[config.mk]
export PLATFORM = sky130hd
export DESIGN_NAME = lenet_layer_sched
export DESIGN_NICKNAME = d
export VERILOG_FILES = /design/src/rtl/lenet_pkg.sv /design/src/rtl/lenet_bram_mux.sv /design/src/rtl/lenet_layer_sched.sv
export SDC_FILE = /design/constraint.sdc
export NUM_CORES = 1
export LEC_CHECK = 0
export BUFFER_PORTS_ARGS = -buffer_cell sky130_fd_sc_hd__buf_2
export CAP_MARGIN = 20
export CORE_AREA = 2 2 130 132
export CTS_BUF_LIST = sky130_fd_sc_hd__clkbuf_4 sky130_fd_sc_hd__clkbuf_8 sky130_fd_sc_hd__clkbuf_16
export DETAILED_ROUTE_END_ITERATION = 16
export DIE_AREA = 0 0 132 134
export PLACE_DENSITY = 0.64
export SYNTH_ARGS = -nofsm -noshare
export SYNTH_HDL_FRONTEND = slang
export SYNTH_HIERARCHICAL = 1
export SYNTH_SLANG_ARGS = --single-unit
[constraint.sdc]
create_clock -name clk -period 3.05 [get_ports clk]
set_input_delay 0.61 -clock clk [delete_from_list [all_inputs] [get_ports clk]]
set_output_delay 0.61 -clock clk [all_outputs]
set_load 0.02 [all_outputs]
[src/rtl/lenet_pkg.sv]
// Shared LeNet constants: layer indices, bus widths and scheduler state codes.
package lenet_pkg;

    localparam int LENET_NUM_LAYERS = 6;
    localparam int LENET_IDX_W      = 3;
    localparam int LENET_DATA_W     = 8;
    localparam int LENET_RADDR_W    = 15;
    localparam int LENET_WADDR_W    = 19;
    localparam int LENET_TMO_W      = 24;

    // Layer order through one inference pass; L_NONE marks "no layer active".
    localparam logic [LENET_IDX_W-1:0] L_CONV1 = 3'd0;
    localparam logic [LENET_IDX_W-1:0] L_POOL1 = 3'd1;
    localparam logic [LENET_IDX_W-1:0] L_CONV2 = 3'd2;
    localparam logic [LENET_IDX_W-1:0] L_POOL2 = 3'd3;
    localparam logic [LENET_IDX_W-1:0] L_FC1   = 3'd4;
    localparam logic [LENET_IDX_W-1:0] L_FC2   = 3'd5;
    localparam logic [LENET_IDX_W-1:0] L_NONE  = 3'd7;

    // Scheduler state encodings.
    localparam logic [2:0] ST_IDLE = 3'd0;
    localparam logic [2:0] ST_RUN  = 3'd1;
    localparam logic [2:0] ST_GAP  = 3'd2;
    localparam logic [2:0] ST_DONE = 3'd3;
    localparam logic [2:0] ST_ERR  = 3'd4;

    // Increment that sticks at all-ones instead of wrapping.
    function automatic logic [LENET_TMO_W-1:0] sat_inc_tmo(input logic [LENET_TMO_W-1:0] v);
        return (&v) ? v : v + 1'b1;
    endfunction

endpackage

[src/rtl/lenet_bram_mux.sv]
// Combinational port mux: forwards the selected layer's BRAM requests to the
// shared result BRAM and weight ROM. Any select outside the layer range
// (L_NONE in particular) drives every output to zero.
module lenet_bram_mux
    import lenet_pkg::*;
#(
    parameter int NUM_LAYERS = LENET_NUM_LAYERS
) (
    input  logic [LENET_IDX_W-1:0]              sel,
    input  logic [NUM_LAYERS-1:0]               rb_ena_req,
    input  logic [NUM_LAYERS-1:0]               rb_wea_req,
    input  logic [LENET_RADDR_W*NUM_LAYERS-1:0] rb_addra_req,
    input  logic [LENET_DATA_W*NUM_LAYERS-1:0]  rb_dina_req,
    input  logic [NUM_LAYERS-1:0]               bw_ena_req,
    input  logic [LENET_WADDR_W*NUM_LAYERS-1:0] bw_addra_req,
    output logic                                result_bram_ena,
    output logic                                result_bram_wea,
    output logic [LENET_RADDR_W-1:0]            result_bram_addra,
    output logic [LENET_DATA_W-1:0]             result_bram_dina,
    output logic                                bias_weights_bram_ena,
    output logic [LENET_WADDR_W-1:0]            bias_weights_bram_addra
);

    // Select one layer's slice; unselected layers can never leak through.
    always_comb begin
        result_bram_ena         = 1'b0;
        result_bram_wea         = 1'b0;
        result_bram_addra       = '0;
        result_bram_dina        = '0;
        bias_weights_bram_ena   = 1'b0;
        bias_weights_bram_addra = '0;
        for (int i = 0; i < NUM_LAYERS; i++) begin
            if (sel == LENET_IDX_W'(i)) begin
                result_bram_ena         = rb_ena_req[i];
                result_bram_wea         = rb_wea_req[i];
                result_bram_addra       = rb_addra_req[LENET_RADDR_W*i +: LENET_RADDR_W];
                result_bram_dina        = rb_dina_req[LENET_DATA_W*i +: LENET_DATA_W];
                bias_weights_bram_ena   = bw_ena_req[i];
                bias_weights_bram_addra = bw_addra_req[LENET_WADDR_W*i +: LENET_WADDR_W];
            end
        end
    end

endmodule

[src/rtl/lenet_layer_sched.sv]
// LeNet layer scheduler: walks conv1..fc_2 one at a time, inserting idle gaps,
// with per-layer timeout, abort, and a BRAM port mux following the active layer.
// GAP_CYCLES must be at least 1.
module lenet_layer_sched
    import lenet_pkg::*;
#(
    parameter int          NUM_LAYERS = LENET_NUM_LAYERS,
    parameter int          GAP_CYCLES = 2,
    parameter int unsigned TIMEOUT    = 2**24
) (
    input  logic                                clk,
    input  logic                                rst,
    input  logic                                start,
    input  logic                                abort,
    input  logic [NUM_LAYERS-1:0]               layer_finish,
    output logic [NUM_LAYERS-1:0]               layer_en,
    output logic [LENET_IDX_W-1:0]              cur_layer,
    output logic                                busy,
    output logic                                done,
    output logic                                err,
    input  logic [NUM_LAYERS-1:0]               rb_ena_req,
    input  logic [NUM_LAYERS-1:0]               rb_wea_req,
    input  logic [LENET_RADDR_W*NUM_LAYERS-1:0] rb_addra_req,
    input  logic [LENET_DATA_W*NUM_LAYERS-1:0]  rb_dina_req,
    input  logic [NUM_LAYERS-1:0]               bw_ena_req,
    input  logic [LENET_WADDR_W*NUM_LAYERS-1:0] bw_addra_req,
    output logic                                result_bram_ena,
    output logic                                result_bram_wea,
    output logic [LENET_RADDR_W-1:0]            result_bram_addra,
    output logic [LENET_DATA_W-1:0]             result_bram_dina,
    output logic                                bias_weights_bram_ena,
    output logic [LENET_WADDR_W-1:0]            bias_weights_bram_addra
);

    localparam int GAP_W = 16;

    logic [2:0]             state_q, state_d;
    logic [LENET_IDX_W-1:0] idx_q, idx_d;
    logic [LENET_TMO_W-1:0] tmo_q, tmo_d;
    logic [GAP_W-1:0]       gap_q, gap_d;

    // Next-state logic; abort outranks finish, and finish outranks timeout.
    always_comb begin
        state_d = state_q;
        idx_d   = idx_q;
        tmo_d   = tmo_q;
        gap_d   = gap_q;
        case (state_q)
            ST_IDLE: begin
                if (start) begin
                    state_d = ST_RUN;
                    idx_d   = '0;
                    tmo_d   = '0;
                end
            end
            ST_RUN: begin
                if (abort) begin
                    state_d = ST_IDLE;
                end else if (layer_finish[idx_q]) begin
                    gap_d   = '0;
                    state_d = (idx_q == LENET_IDX_W'(NUM_LAYERS-1)) ? ST_DONE : ST_GAP;
                end else if (tmo_q == LENET_TMO_W'(TIMEOUT-1)) begin
                    state_d = ST_ERR;
                end else begin
                    tmo_d = sat_inc_tmo(tmo_q);
                end
            end
            ST_GAP: begin
                if (abort) begin
                    state_d = ST_IDLE;
                end else if (gap_q == GAP_W'(GAP_CYCLES-1)) begin
                    state_d = ST_RUN;
                    idx_d   = idx_q + 1'b1;
                    tmo_d   = '0;
                end else begin
                    gap_d = gap_q + 1'b1;
                end
            end
            ST_DONE: state_d = ST_IDLE;
            ST_ERR:  state_d = ST_ERR;
            default: state_d = ST_IDLE;
        endcase
    end

    // State registers with synchronous reset.
    always_ff @(posedge clk) begin
        if (rst) begin
            state_q <= ST_IDLE;
            idx_q   <= '0;
            tmo_q   <= '0;
            gap_q   <= '0;
        end else begin
            state_q <= state_d;
            idx_q   <= idx_d;
            tmo_q   <= tmo_d;
            gap_q   <= gap_d;
        end
    end

    assign cur_layer = (state_q == ST_RUN) ? idx_q : L_NONE;
    assign layer_en  = (state_q == ST_RUN) ? (NUM_LAYERS'(1) << idx_q) : '0;
    assign busy      = (state_q == ST_RUN) || (state_q == ST_GAP);
    assign done      = (state_q == ST_DONE);
    assign err       = (state_q == ST_ERR);

    lenet_bram_mux #(.NUM_LAYERS(NUM_LAYERS)) u_mux (
        .sel                     (cur_layer),
        .rb_ena_req              (rb_ena_req),
        .rb_wea_req              (rb_wea_req),
        .rb_addra_req            (rb_addra_req),
        .rb_dina_req             (rb_dina_req),
        .bw_ena_req              (bw_ena_req),
        .bw_addra_req            (bw_addra_req),
        .result_bram_ena         (result_bram_ena),
        .result_bram_wea         (result_bram_wea),
        .result_bram_addra       (result_bram_addra),
        .result_bram_dina        (result_bram_dina),
        .bias_weights_bram_ena   (bias_weights_bram_ena),
        .bias_weights_bram_addra (bias_weights_bram_addra)
    );

endmodule

==> metrics.log <==
[metrics] run status: finished clean
[metrics] setup ws final: about 90 ps
[metrics] critical path class: reg2out
[metrics] Reg2Reg Depth: 8
[metrics] area of the core: 0.01629 mm2
[metrics] most common library cell in the layout ignoring fill and taps: sky130_fd_sc_hd__buf_2
[metrics] met2 track utilization from global routing: 34.58%
[metrics] Num Clock Sinks: 46
[metrics] total placed cells including tap cells: 1172
[metrics] clock transition at the registers of the reported paths: around 60 ps
[metrics] minimum clock period: 2960 ps
[metrics] Port Buffers: 336
[metrics] Worst Skew: around 8 ps
[metrics] buffers from clock root to sink, at most: 2
[metrics] Final Hold Fails: 0
[metrics] area of the mapped netlist: roughly 0.0052 mm2
[metrics] largest area contributor in the synthesized netlist: sky130_fd_sc_hd__mux2i_1
[metrics] placed standard-cell area: 0.007043 mm2
[metrics] total congestion overflow after global routing: 0
[metrics] Data arrival, critical path: 2350 ps
[metrics] Starting DRT DRC Count: 420
[metrics] Die Width: 132 um
[metrics] die height: between 100 and 150 um
[metrics] destination of the worst hold path: tmo_q[10]
[metrics] total CTS buffers: 5
[metrics] power density cells: 332.7 mW/mm2
[metrics] CP dominant cell by count: sky130_fd_sc_hd__buf_4
[metrics] root buf cell: sky130_fd_sc_hd__clkbuf_16
[metrics] gate count of the mapped netlist: 649
[metrics] worst-path cell chain: nor3b_2, buf_4, nand2_4, buf_16, buf_4, mux2i_1, o21a_1, o221ai_1, buf_2
[metrics] hold path start: tmo_q[10]
[metrics] critical path endpoint category: output pin
[metrics] max-slew headroom at the worst pin: 56.11%
[metrics] routability-driven placement congestion ratio: approximately 0.85
[metrics] share of cells above drive strength 1: roughly 42%
[metrics] Vias: 6139
[metrics] met1 track utilization from global routing: between 20 and 30%
[metrics] num rows: 47
[metrics] register bit total from synthesis: 46
[metrics] Setup TNS Final: 0 ps
[metrics] top flip-flop cell by instance count after synthesis: sky130_fd_sc_hd__dfxtp_1
[metrics] Hold/Removal Path Class: reg2reg
[metrics] sequential share of power: 25.0%
[metrics] wire length of the first global-routing pass: 30620 um
[metrics] final worst-path cycle share: 97.06%
[metrics] hpwl dp: 16590 um
[metrics] Die Outline Area: 0.01769 mm2
[metrics] worst-path fanout max: 31
[metrics] cell internal power dissipation: 0.001533 W
[metrics] Net Sw Power: 0.0009022 W
[metrics] DRC violations left: 0
[metrics] H-tree depth: 2
[metrics] Design Area, Final: 0.007321 mm2
[metrics] area growth from synthesis to final layout: 40.28%
[metrics] initial antenna violation count: 4
[metrics] reg-to-reg critical path endpoint: tmo_q[21]
[metrics] Register-to-Register Setup Slack: 600 ps
[metrics] top area cells in the synthesized netlist: sky130_fd_sc_hd__mux2i_1 18%, sky130_fd_sc_hd__dfxtp_1 18%, sky130_fd_sc_hd__nand3b_1 6.9%, sky130_fd_sc_hd__o21a_1 6.5%, sky130_fd_sc_hd__nand2_1 5.3%
[metrics] switching fraction of total power: 37.05%
[metrics] clock latency of the later-clocked register in the worst-skew pair: 290 ps
[metrics] Routed wire per std cell: around 18 um
[metrics] pre-CTS setup slack: approximately 170 ps
[metrics] CTS tree: built
[metrics] Max Transition Viols Final: 0
[metrics] Mapped Nets: between 900 and 1000
[metrics] number of global-route vias before repair: about 5700
[metrics] initial standard-cell utilization of the core: 32.04%
[metrics] highest clock frequency the design can meet: 337.8 MHz
[metrics] Async SR Flop Fraction: 0%
[metrics] Synth top area share: roughly 18%
[metrics] Max rail drop VDD: 0.1813 mV
[metrics] RSZ-0062 raised after global routing: no
[metrics] slowest cell delay on critical path: 330 ps
[metrics] sequential share of the synthesized area: approximately 18%
[metrics] wirelength, routed: roughly 21000 um
[metrics] critical path launch point type: flip-flop
[metrics] maximum number of pins on one net before global-route repair: 63
[metrics] number of synthesized flops with an enable pin: 0
[metrics] number of standard cells in the final layout excluding fillers: 1186
[metrics] total track usage: 21.76%
[metrics] Final #Nets: 1251
[metrics] clock share of power: approximately a quarter
[metrics] transition time of the tightest slew-check pin: 656.4 ps
[metrics] commonest cells after routing, fill and taps aside: 336 x sky130_fd_sc_hd__buf_2, 93 x sky130_fd_sc_hd__mux2i_1, 71 x sky130_fd_sc_hd__nand2_1
[metrics] cell at the slowest stage of the critical path: sky130_fd_sc_hd__dfxtp_1
[metrics] 1st-pass router iterations: 5
[metrics] final number of setup-violating endpoints: 0
[metrics] count of distinct cell types in the synthesized netlist: 49
[metrics] met3 usage: 7.029%
[metrics] worst endpoint required time: 2440 ps
[metrics] post-route antenna net violation count: 0
[metrics] utilization after layout: between 40% and 50%
[metrics] number of instances on the worst hold path: 2
[metrics] busiest layer in global routing: met2
[metrics] leakage power of the design: 3.538 nW
[metrics] Synthesis Warnings: 6
[metrics] Ports: 337
[metrics] routed vias/inst: around 5.2
[metrics] Post-Syn Area per Cell: roughly 8.0 um2
[metrics] combinational share of power: 49.0%
[metrics] startpoint of the worst register-to-register path: gap_q[0]
[metrics] MaxCap Viol Count: 0
[power by group through the flow]
stage	combinational [W]	sequential [W]	clock, W
after floorplan	0.000745	0.000621	0
after global placement	0.00115	0.000623	0
after detailed placement	0.00115	0.000623	0
after CTS	0.00116	0.000609	0.000649
after global routing	0.00127	0.000610	0.000673
final	0.00119	0.000610	0.000633
[kinds of logic (layout without fill, tap and decap cells)]
logic type / count (synthesis) / in the layout / share of synthesized area [%]
simple gates: 262 / 262 / 28.00
mux: 94 / 94 / 18.03
buf+inv: 66 / 380 / 8.176
fa+ha+maj: 8 / 8 / 1.918
xor+xnor: 17 / 17 / 2.853
compound gates: 156 / 156 / 23.38
flops: 46 / 46 / 17.65
other cells: 0 / 3 / 0
[worst max-delay path, delay by kind of cell (launching register included)]
family          cells  cell delay, ps
buf+inv             4             850
simple gates        2             340
flops               1             330
mux                 1             260
compound gates      2             260
[routing by layer]
metal / wire, um / part of all wire [%]
met5: 13 / 0.061
met4: 401 / 1.9
met3: 1835 / 8.6
met2: 9677 / 46
met1: 9333 / 44
[state kept, by name, indices dropped and copies added (netlist names)]
name	cells
gap_q	16
idx_q	3
state_q	3
tmo_q	24
[cells in the mapped netlist (14+ instances only)]
cell and n:
sky130_fd_sc_hd__nor2_1 35, sky130_fd_sc_hd__mux2i_1 94, sky130_fd_sc_hd__nand4_1 14, sky130_fd_sc_hd__xnor2_1 14, sky130_fd_sc_hd__o21a_1 45, sky130_fd_sc_hd__nand2_1 73, sky130_fd_sc_hd__a21oi_1 32, sky130_fd_sc_hd__o221ai_1 30
sky130_fd_sc_hd__and3_1 16, sky130_fd_sc_hd__nand3b_1 48, sky130_fd_sc_hd__buf_2 20, sky130_fd_sc_hd__o221ai_2 15, sky130_fd_sc_hd__nand3_1 15, sky130_fd_sc_hd__clkbuf_1 19, sky130_fd_sc_hd__dfxtp_1 46
[timing repair]
item | CTS | global route
setup buffers | 0 | 1
gates resized for setup | 0 | 6
endpoints found under the setup margin | 0 | 19
hold buffers | 0 | 0
[how the worst max path moves through the flow]
stage	from	endpoint	slack, ps	cells past startpoint
detailed placement	layer_finish[4]	tmo_q[12]	170	8
CTS	state_q[0]	bias_weights_bram_addra[5]	7	9
global route	state_q[0]	bias_weights_bram_addra[5]	6	9
global placement	layer_finish[5]	tmo_q[15]	180	8
finish	state_q[0]	bias_weights_bram_addra[3]	90	9
floorplan	state_q[1]	result_bram_addra[10]	40	8
[through the flow]
stage               hold WS (ps)  total power [W]
floorplan                  447.8         0.001367
global placement           462.4         0.001770
detailed placement         469.0         0.001776
CTS                        479.5         0.002414
global route               501.3         0.002557
finish                     483.2         0.002435
[final cells by class]
cell class                 instances  area (um2)
fill                            1694        8969
multi-input combinational        537        3908
timing repair buffer             367        2018
sequential                        46       920.9
tap                              220       275.3
clock buffer                       6       138.9
clock inverter                     1       30.03
inverter                           6       22.52
antenna                            3       7.507
(Power assumes the default switching activity.)
